## src/rtl/main_result_buffer.sv

```systemverilog
// Captures {regime,y} on each busy falling edge of `main` into a small FWFT FIFO.
// Optional MAIN_RESULT_BUFFER_DROPCNT_EN adds a saturating drop counter output.
module main_result_buffer #(
  parameter int DEPTH = 4,
  parameter int W     = 8,
  parameter int CW    = 3
) (
  input  logic          clk,
  input  logic          rst,
  input  logic [W-1:0]  y,
  input  logic [1:0]    regime,
  input  logic          b,
  input  logic          active,
  input  logic          ovf_clr,
  output logic [W-1:0]  dout_y,
  output logic [1:0]    dout_reg,
  output logic          dout_valid,
  input  logic          dout_ready,
  output logic [CW-1:0] count,
  output logic          full,
  output logic          ovf
`ifdef MAIN_RESULT_BUFFER_DROPCNT_EN
  ,
  output logic [7:0]    drop_cnt
`endif
);

  localparam int AW = $clog2(DEPTH);

  logic [W+1:0]  mem [DEPTH];
  logic [AW-1:0] wptr_reg, rptr_reg;
  logic [CW-1:0] count_reg;
  logic          b_q;
  logic          ovf_reg;
  logic          cap, pop, wr, drop;

  assign full       = (count_reg == CW'(DEPTH));
  assign dout_valid = (count_reg != '0);
  assign count      = count_reg;
  assign ovf        = ovf_reg;

  assign cap  = b_q & ~b & active;
  assign pop  = dout_valid & dout_ready;
  // A pop in the same cycle frees the head slot, so a full FIFO can still accept.
  assign wr   = cap & (~full | pop);
  assign drop = cap & full & ~pop;

  // Head is read combinationally so the first entry falls through immediately.
  assign dout_y   = dout_valid ? mem[rptr_reg][W-1:0] : '0;
  assign dout_reg = dout_valid ? mem[rptr_reg][W+1:W] : '0;

  always_ff @(posedge clk) begin
    if (wr) begin
      mem[wptr_reg] <= {regime, y};
    end
  end

  always_ff @(posedge clk or posedge rst) begin
    if (rst) begin
      wptr_reg  <= '0;
      rptr_reg  <= '0;
      count_reg <= '0;
      b_q       <= 1'b0;
      ovf_reg   <= 1'b0;
    end else begin
      b_q <= b;
      if (wr) begin
        wptr_reg <= wptr_reg + AW'(1);
      end
      if (pop) begin
        rptr_reg <= rptr_reg + AW'(1);
      end
      case ({wr, pop})
        2'b10:   count_reg <= count_reg + CW'(1);
        2'b01:   count_reg <= count_reg - CW'(1);
        default: count_reg <= count_reg;
      endcase
      // A drop in the same cycle as a clear keeps the flag set.
      if (drop) begin
        ovf_reg <= 1'b1;
      end else if (ovf_clr) begin
        ovf_reg <= 1'b0;
      end
    end
  end

`ifdef MAIN_RESULT_BUFFER_DROPCNT_EN
  logic [7:0] drop_cnt_reg;

  always_ff @(posedge clk or posedge rst) begin
    if (rst) begin
      drop_cnt_reg <= '0;
    end else if (drop) begin
      if (drop_cnt_reg != 8'hff) begin
        drop_cnt_reg <= drop_cnt_reg + 8'd1;
      end
    end else if (ovf_clr) begin
      drop_cnt_reg <= '0;
    end
  end

  assign drop_cnt = drop_cnt_reg;
`endif

endmodule
```

## config.mk

```make
export PLATFORM = sky130hd
export DESIGN_NAME = main_result_buffer
export DESIGN_NICKNAME = d
export VERILOG_FILES = /design/src/rtl/main_result_buffer.sv
export SDC_FILE = /design/constraint.sdc
export NUM_CORES = 1
export LEC_CHECK = 0
export ABC_AREA = 0
export BUFFER_PORTS_ARGS = -buffer_cell sky130_fd_sc_hd__buf_2
export CORE_MARGIN = 1
export CORE_UTILIZATION = 59
export CTS_CLUSTER_SIZE = 20
export DETAILED_ROUTE_END_ITERATION = 7
export PLACE_DENSITY = 0.91
export SYNTH_ARGS = -nofsm -noshare
export SYNTH_HDL_FRONTEND = slang
export SYNTH_SLANG_ARGS = --single-unit
export TNS_END_PERCENT = 20
```

## constraint.sdc

```tcl
create_clock -name clk -period 4.3 [get_ports clk]
set_input_delay 0 -clock clk [delete_from_list [all_inputs] [get_ports clk]]
set_output_delay 0 -clock clk [all_outputs]
set_load 0.03 [all_outputs]
```

# Word-level counts from Yosys, hierarchy flattened
# Memories as Yosys holds them, arrays and structs flattened.
# Cells that the tools add are included.
[classes]
n_addsub = 4
n_eq_ne = 3
n_reduce_logical = 3
bitwise = 10
n_mux = 7
[op_table]
columns = ["operator", "n"]
rows = [
  ["8-bit two-way mux", 1],
  ["1-bit bitwise AND", 6],
  ["3-bit case mux with 2 select lines", 1],
  ["2-bit by 1-bit adder with 2-bit output, second input constant", 2],
  ["1-bit two-way mux", 4],
  ["2-bit nonzero test", 2],
  ["3-bit by 1-bit adder with 3-bit output, second input constant", 1],
  ["3-bit equality test, second input constant", 1],
  ["1-bit NOT", 3],
  ["3-bit nonzero test", 1],
  ["3-bit by 1-bit subtractor with 3-bit output, second input constant", 1],
  ["2-bit by 1-bit equality test with 1-bit output, second input constant", 1],
  ["2-bit equality test, second input constant", 1],
  ["2-bit two-way mux", 1],
  ["1-bit OR", 1],
]
[totals]
n_memories = 1
register_bits = 9
wordCells = 33
out_inout_bits = 16
mem_bits_rw = 40
inputBits = 16
[mem_list]
columns = ["name", "depth", "width", "read_ports", "rd_clocked_by_memory_dff", "write_ports", "line_no", "rtl"]
rows = [
  ["mem", 4, 10, 1, 0, 1, "30", "logic [W+1:0] mem [DEPTH];"],
]

# Logic depth before layout (Yosys ltp)
[depth]
depth_word = 6
depth_mapped = 7
depth_no_buf = 7

# Worst setup path before layout
# No wires, ideal clock.
[synth_path]
path_type = "reg2reg"
from = "register count_reg[2], in the netlist count[2]"
to = "memory mem[0][0] (netlist bit), enable pin"
setup_ps = 288
t_arrival_ps = 1686
stages_incl_launch_ff = 4
synth_period_minus_slack_ps = 1974
n_path_buf = 0
setup_slack_ps = 2326
t_required_ps = 4012
cell_sequence = "dfrtp_1 > nor3b_2 > a21oi_2 > and2_1"
[synth_via]
elab_chain_len = 6
word_cells_on_any_way = 8
classes_between = "eq/ne: 1; mux: 2; bitwise: 4; reduce/logical: 1"
[synth_rtl]
columns = ["element", "line_no", "rtl"]
rows = [
  ["from (decl)", "32", "logic [CW-1:0] count_reg;"],
  ["from (signal assigned)", "74", "2'b10: count_reg <= count_reg + CW'(1);"],
  ["from (signal assigned)", "75", "2'b01: count_reg <= count_reg - CW'(1);"],
  ["from (signal assigned)", "76", "default: count_reg <= count_reg;"],
  ["3-bit equality test", "37", "assign full = (count_reg == CW'(DEPTH));"],
  ["via full", "20", "output logic full,"],
  ["1-bit NOT", "45", "assign wr = cap & (~full | pop);"],
  ["1-bit OR", "45", ""],
  ["1-bit bitwise AND", "45", ""],
  ["1-bit two-way mux", "53", "if (wr) begin"],
  ["1-bit two-way mux (not written as such)", "54", "mem[wptr_reg] <= {regime, y};"],
  ["to (decl)", "30", ""],
]
# The timed path passes the listed nets, and every way through them passes these cells.

# Worst setup path after layout
[layout_path]
from = "register count_reg[0], in the netlist count[0]"
to = "register count_reg[1], in the netlist count[1]"
[layout_via]
elab_chain_len = 6
word_cells_on_any_way = 12
classes_between = "add/sub: 2; eq/ne: 3; mux: 1; bitwise: 4; reduce/logical: 2"
[layout_rtl]
columns = ["element", "line_no", "rtl"]
rows = [
  ["3-bit nonzero test or 3-bit equality test (tied branches)", "38, 37", ""],
  ["1-bit bitwise AND or 1-bit NOT (tied branches)", "43, 45", ""],
  ["1-bit OR", "45", ""],
  ["1-bit bitwise AND", "45", ""],
  ["2-bit by 1-bit equality test with 1-bit output or 2-bit equality test (tied branches)", "73", "case ({wr, pop})"],
  ["3-bit case mux with 2 select lines or 2-bit nonzero test (tied branches)", "-", ""],
]
# Several ways; a longest one is shown, not always the timed one.
# A chain may end at the register's enable or synchronous reset.

==> parameters.txt <==
Parameter                              Value

STA
  Final number of max-transition violations    0
  Post-route setup slack    2038 ps
  Upper clock frequency limit    approximately 440 MHz
  Unrepaired setup endpoints after global routing    no
  Number of endpoints with negative hold slack in the final report    0
  Worst Clk Skew    7.216 ps
  Worst rel slew slack    41.94%
  Setup Viol. Count Final    0
  Final TNS setup    0 ps
  Final critical path time including I/O delays and setup    around 2300 ps
  Post-route clock period utilization    a little over half
  Worst slew pin tran    about 870 ps

Synthesis
  Area share of the leading cell type in the synthesized netlist    between 50% and 60%
  Largest family of logic cells by synthesized area    multiplexers
  Sequential-to-total area share from yosys stat    about 69%
  Synth Net Count    between 100 and 150
  Cell variety after synth    29
  Fraction of synthesized cell area in xor and xnor cells    under 10%
  Area fraction in compound gates after synthesis    3.442%
  Flip-flop cell with the highest count after synthesis    sky130_fd_sc_hd__edfxtp_1
  Combined area of all synthesized cells    around 2100 µm²
  Most area-hungry cell type in the Yosys netlist    sky130_fd_sc_hd__edfxtp_1
  Fraction of the mapped netlist area in adder cells    3.382%
  Mean instance size in the synthesized netlist    17.12 µm²
  Multiplexer share of the synthesized area    10.87%
  Top cell types by occurrence after synthesis    sky130_fd_sc_hd__edfxtp_1 (40), sky130_fd_sc_hd__mux4_2 (10), sky130_fd_sc_hd__dfrtp_1 (9), sky130_fd_sc_hd__nor2b_1 (9), sky130_fd_sc_hd__inv_1 (8)
  Count of mapped cells out of synthesis    121
  Number of warning messages in the yosys log    0
  Cells taking the most area after synthesis    sky130_fd_sc_hd__edfxtp_1 (58%), sky130_fd_sc_hd__dfrtp_1 (11%), sky130_fd_sc_hd__mux4_2 (11%), sky130_fd_sc_hd__nor2b_1 (2.7%), sky130_fd_sc_hd__ha_1 (2.4%)
  Proportion of register bits with asynchronous set or reset after synthesis    roughly 18%
  Yosys reg bits    49
  Fraction of the mapped netlist area in simple logic gates    under 10%
  Top-count cell post-synth    sky130_fd_sc_hd__edfxtp_1
  Number of synthesized flops with an enable pin    40

Pwr
  Switch share    around 38%
  Static leakage power    0.9355 nW
  Share of power burned in registers    between 40% and 50%
  Cell area power density    610.0 nW/µm²
  Maximum vdd drop    282.7 µV
  Internal cell power    between 0.0009 and 0.001 W
  Total power after layout    approximately 0.0015 W
  Combinational share of power    39.2%
  Switching component of the power    0.0005676 W
  Clock network power share    17.0%

Clocking
  Total clock buffers created by CTS    5
  Resized cells post-CTS    0
  Worst skew pair latency    between 300 and 400 ps
  CTS tree    yes
  Clock slew at the register clock pins of the worst setup and hold paths    130 ps
  Number of clock sinks seen by CTS    49
  Post-CTS setup buffers    0
  CTS H-Tree Depth    2
  Maximum clock insertion buffer count    2
  Root buffer selected by CTS    sky130_fd_sc_hd__clkbuf_4

Layout
  Area delta synth->final    18.90%
  Cell Count, Final, Fillers Out    roughly 220
  Layout net count    about 190
  Fraction of final layout cells with drive strength greater than 1    a little under a third
  Antenna diode count    0
  Largest register FFs    40
  Total non-filler cell area in the finished layout    roughly 2500 µm²

Global routing
  Global-route wire length before repair    5333 µm
  Final global-route overflow total    0
  Vias in the first global route    between 1000 and 1500
  Largest net degree at the start of global routing    15
  Number of antenna violations at the first check in global routing    0
  Global-route usage over all layers    21.47%

Worst setup path
  Kind of start point of the critical path    register
  Type of the setup path with the least slack    register to register
  Largest fanout on the critical path    12
  Required time at the endpoint of the critical path    ~4600 ps
  Data arrival time at the worst-slack endpoint    2540 ps
  Nature of the critical path endpoint    register

Place
  Setup Slack @ Placement    between 2000 and 2500 ps
  RD Place Congestion    between 0.7 and 0.8
  Placed cell count    around 190
  Placed cell area    about 2300 µm²
  IO buf count    31
  Estimated wirelength of the detail-placed design    about 2300 µm

Floorplanning
  Num rows    21
  DIE AREA    3753 µm²
  Area of the core    3363 µm²
  Chip Height    roughly 61 µm
  Top Ports    32
  Die Span X    between 60 and 70 µm
  Initial standard-cell utilization of the core    approximately 60%

Routing
  First drt pass iteration count    4
  Antenna-violating nets left    0
  Vias per std cell    5.395
  First DRT Iteration DRCs    17
  Via Count    between 1000 and 1500
  Final Routed Wirelength    approximately 3500 µm
  DRC errors left    0
  Detailed-route wire length per cell    about 16 µm

Outcome
  Run status    finished clean

Run
  Max Cap Viol    0

Hold path
  Tightest Hold Check Type    input pin to register
[stage by stage]
stage / hold WS, ps / util, %
floorplan: -172.1 / -
global placement: -29.69 / 67.15
detailed placement: -14.97 / 67.15
CTS: 29.18 / 73.25
global route: 48.98 / 73.25
finish: 48.33 / 73.25
[final cells by class]
type | count | area (µm²)
repair buffers | 44 | 285.3
inverters | 8 | 30.03
well taps | 46 | 57.56
fillers | 227 | 899.6
clock buffers | 6 | 41.29
flip-flops and latches | 49 | 1426
multi-input cells | 60 | 589.3
clock inverters | 2 | 33.78
[cell usage in the layout (no fill, tap or decap), types with 4 or more instances in the layout]
| master | synthesis | routed |
|---|---|---|
| sky130_fd_sc_hd__nand2_1 | 6 | 6 |
| sky130_fd_sc_hd__nor2b_1 | 9 | 9 |
| sky130_fd_sc_hd__xnor2_1 | 4 | 4 |
| sky130_fd_sc_hd__dfrtp_1 | 9 | 9 |
| sky130_fd_sc_hd__and2_1 | 4 | 4 |
| sky130_fd_sc_hd__dlygate4sd3_1 | 0 | 13 |
| sky130_fd_sc_hd__buf_2 | 3 | 31 |
| sky130_fd_sc_hd__clkbuf_4 | 0 | 5 |
| sky130_fd_sc_hd__mux4_2 | 10 | 10 |
| sky130_fd_sc_hd__inv_1 | 8 | 8 |
| sky130_fd_sc_hd__ha_1 | 4 | 4 |
| sky130_fd_sc_hd__edfxtp_1 | 40 | 40 |
[power by group through the flow]
| stage | logic [W] | registers [W] | clock network [W] |
|---|---|---|---|
| after CTS | 0.000592 | 0.000662 | 0.000263 |
| after global placement | 0.000555 | 0.000666 | 0 |
| after detailed placement | 0.000582 | 0.000674 | 0 |
| after global routing | 0.000633 | 0.000675 | 0.000279 |
| after floorplan | 0.000459 | 0.000649 | 0 |
| final | 0.000590 | 0.000657 | 0.000256 |
[critical path, stage by stage (launching register included)]
cell	delay, ps
sky130_fd_sc_hd__dfrtp_1	460
sky130_fd_sc_hd__nor3_2	740
sky130_fd_sc_hd__nor2_2	130
sky130_fd_sc_hd__nand2_1	130
sky130_fd_sc_hd__fa_1	420
sky130_fd_sc_hd__a21boi_0	140
sky130_fd_sc_hd__a21oi_1	160
[path summary, 6_finish.rpt]
kind	end	slack [ps]	startpoint	cells after the start
max in group asynchronous	count[1]	3890	rst	3
hold / removal	ovf	50	dout_ready	3
setup / recovery	count[1]	2040	count[0]	6
setup reg to reg	count[1]	2040	count[0]	6
min in group asynchronous	wptr_reg[0]	130	rst	3
hold reg to reg	ovf	540	ovf	1
[cell families after synthesis]
logic type | after synthesis
compound gates | 10
flops | 49
simple gates | 30
buf+inv | 12
fa+ha+maj | 5
mux | 10
xor+xnor | 5
[repair_timing]
item | in CTS | in global routing
setup endpoints to repair | 0 | 0
hold buffers | 13 | 0
endpoints found under the hold margin | 51 | 0
[metal layers]
layer / share of wire, % / GRT usage [%] / routed length, µm
met5: 0 / 0 / 0
met4: 3.5 / 14.29 / 122
met3: 4.6 / 4.622 / 162
met2: 52 / 36.02 / 1837
met1: 40 / 25.00 / 1389
(Power assumes the default switching activity.)
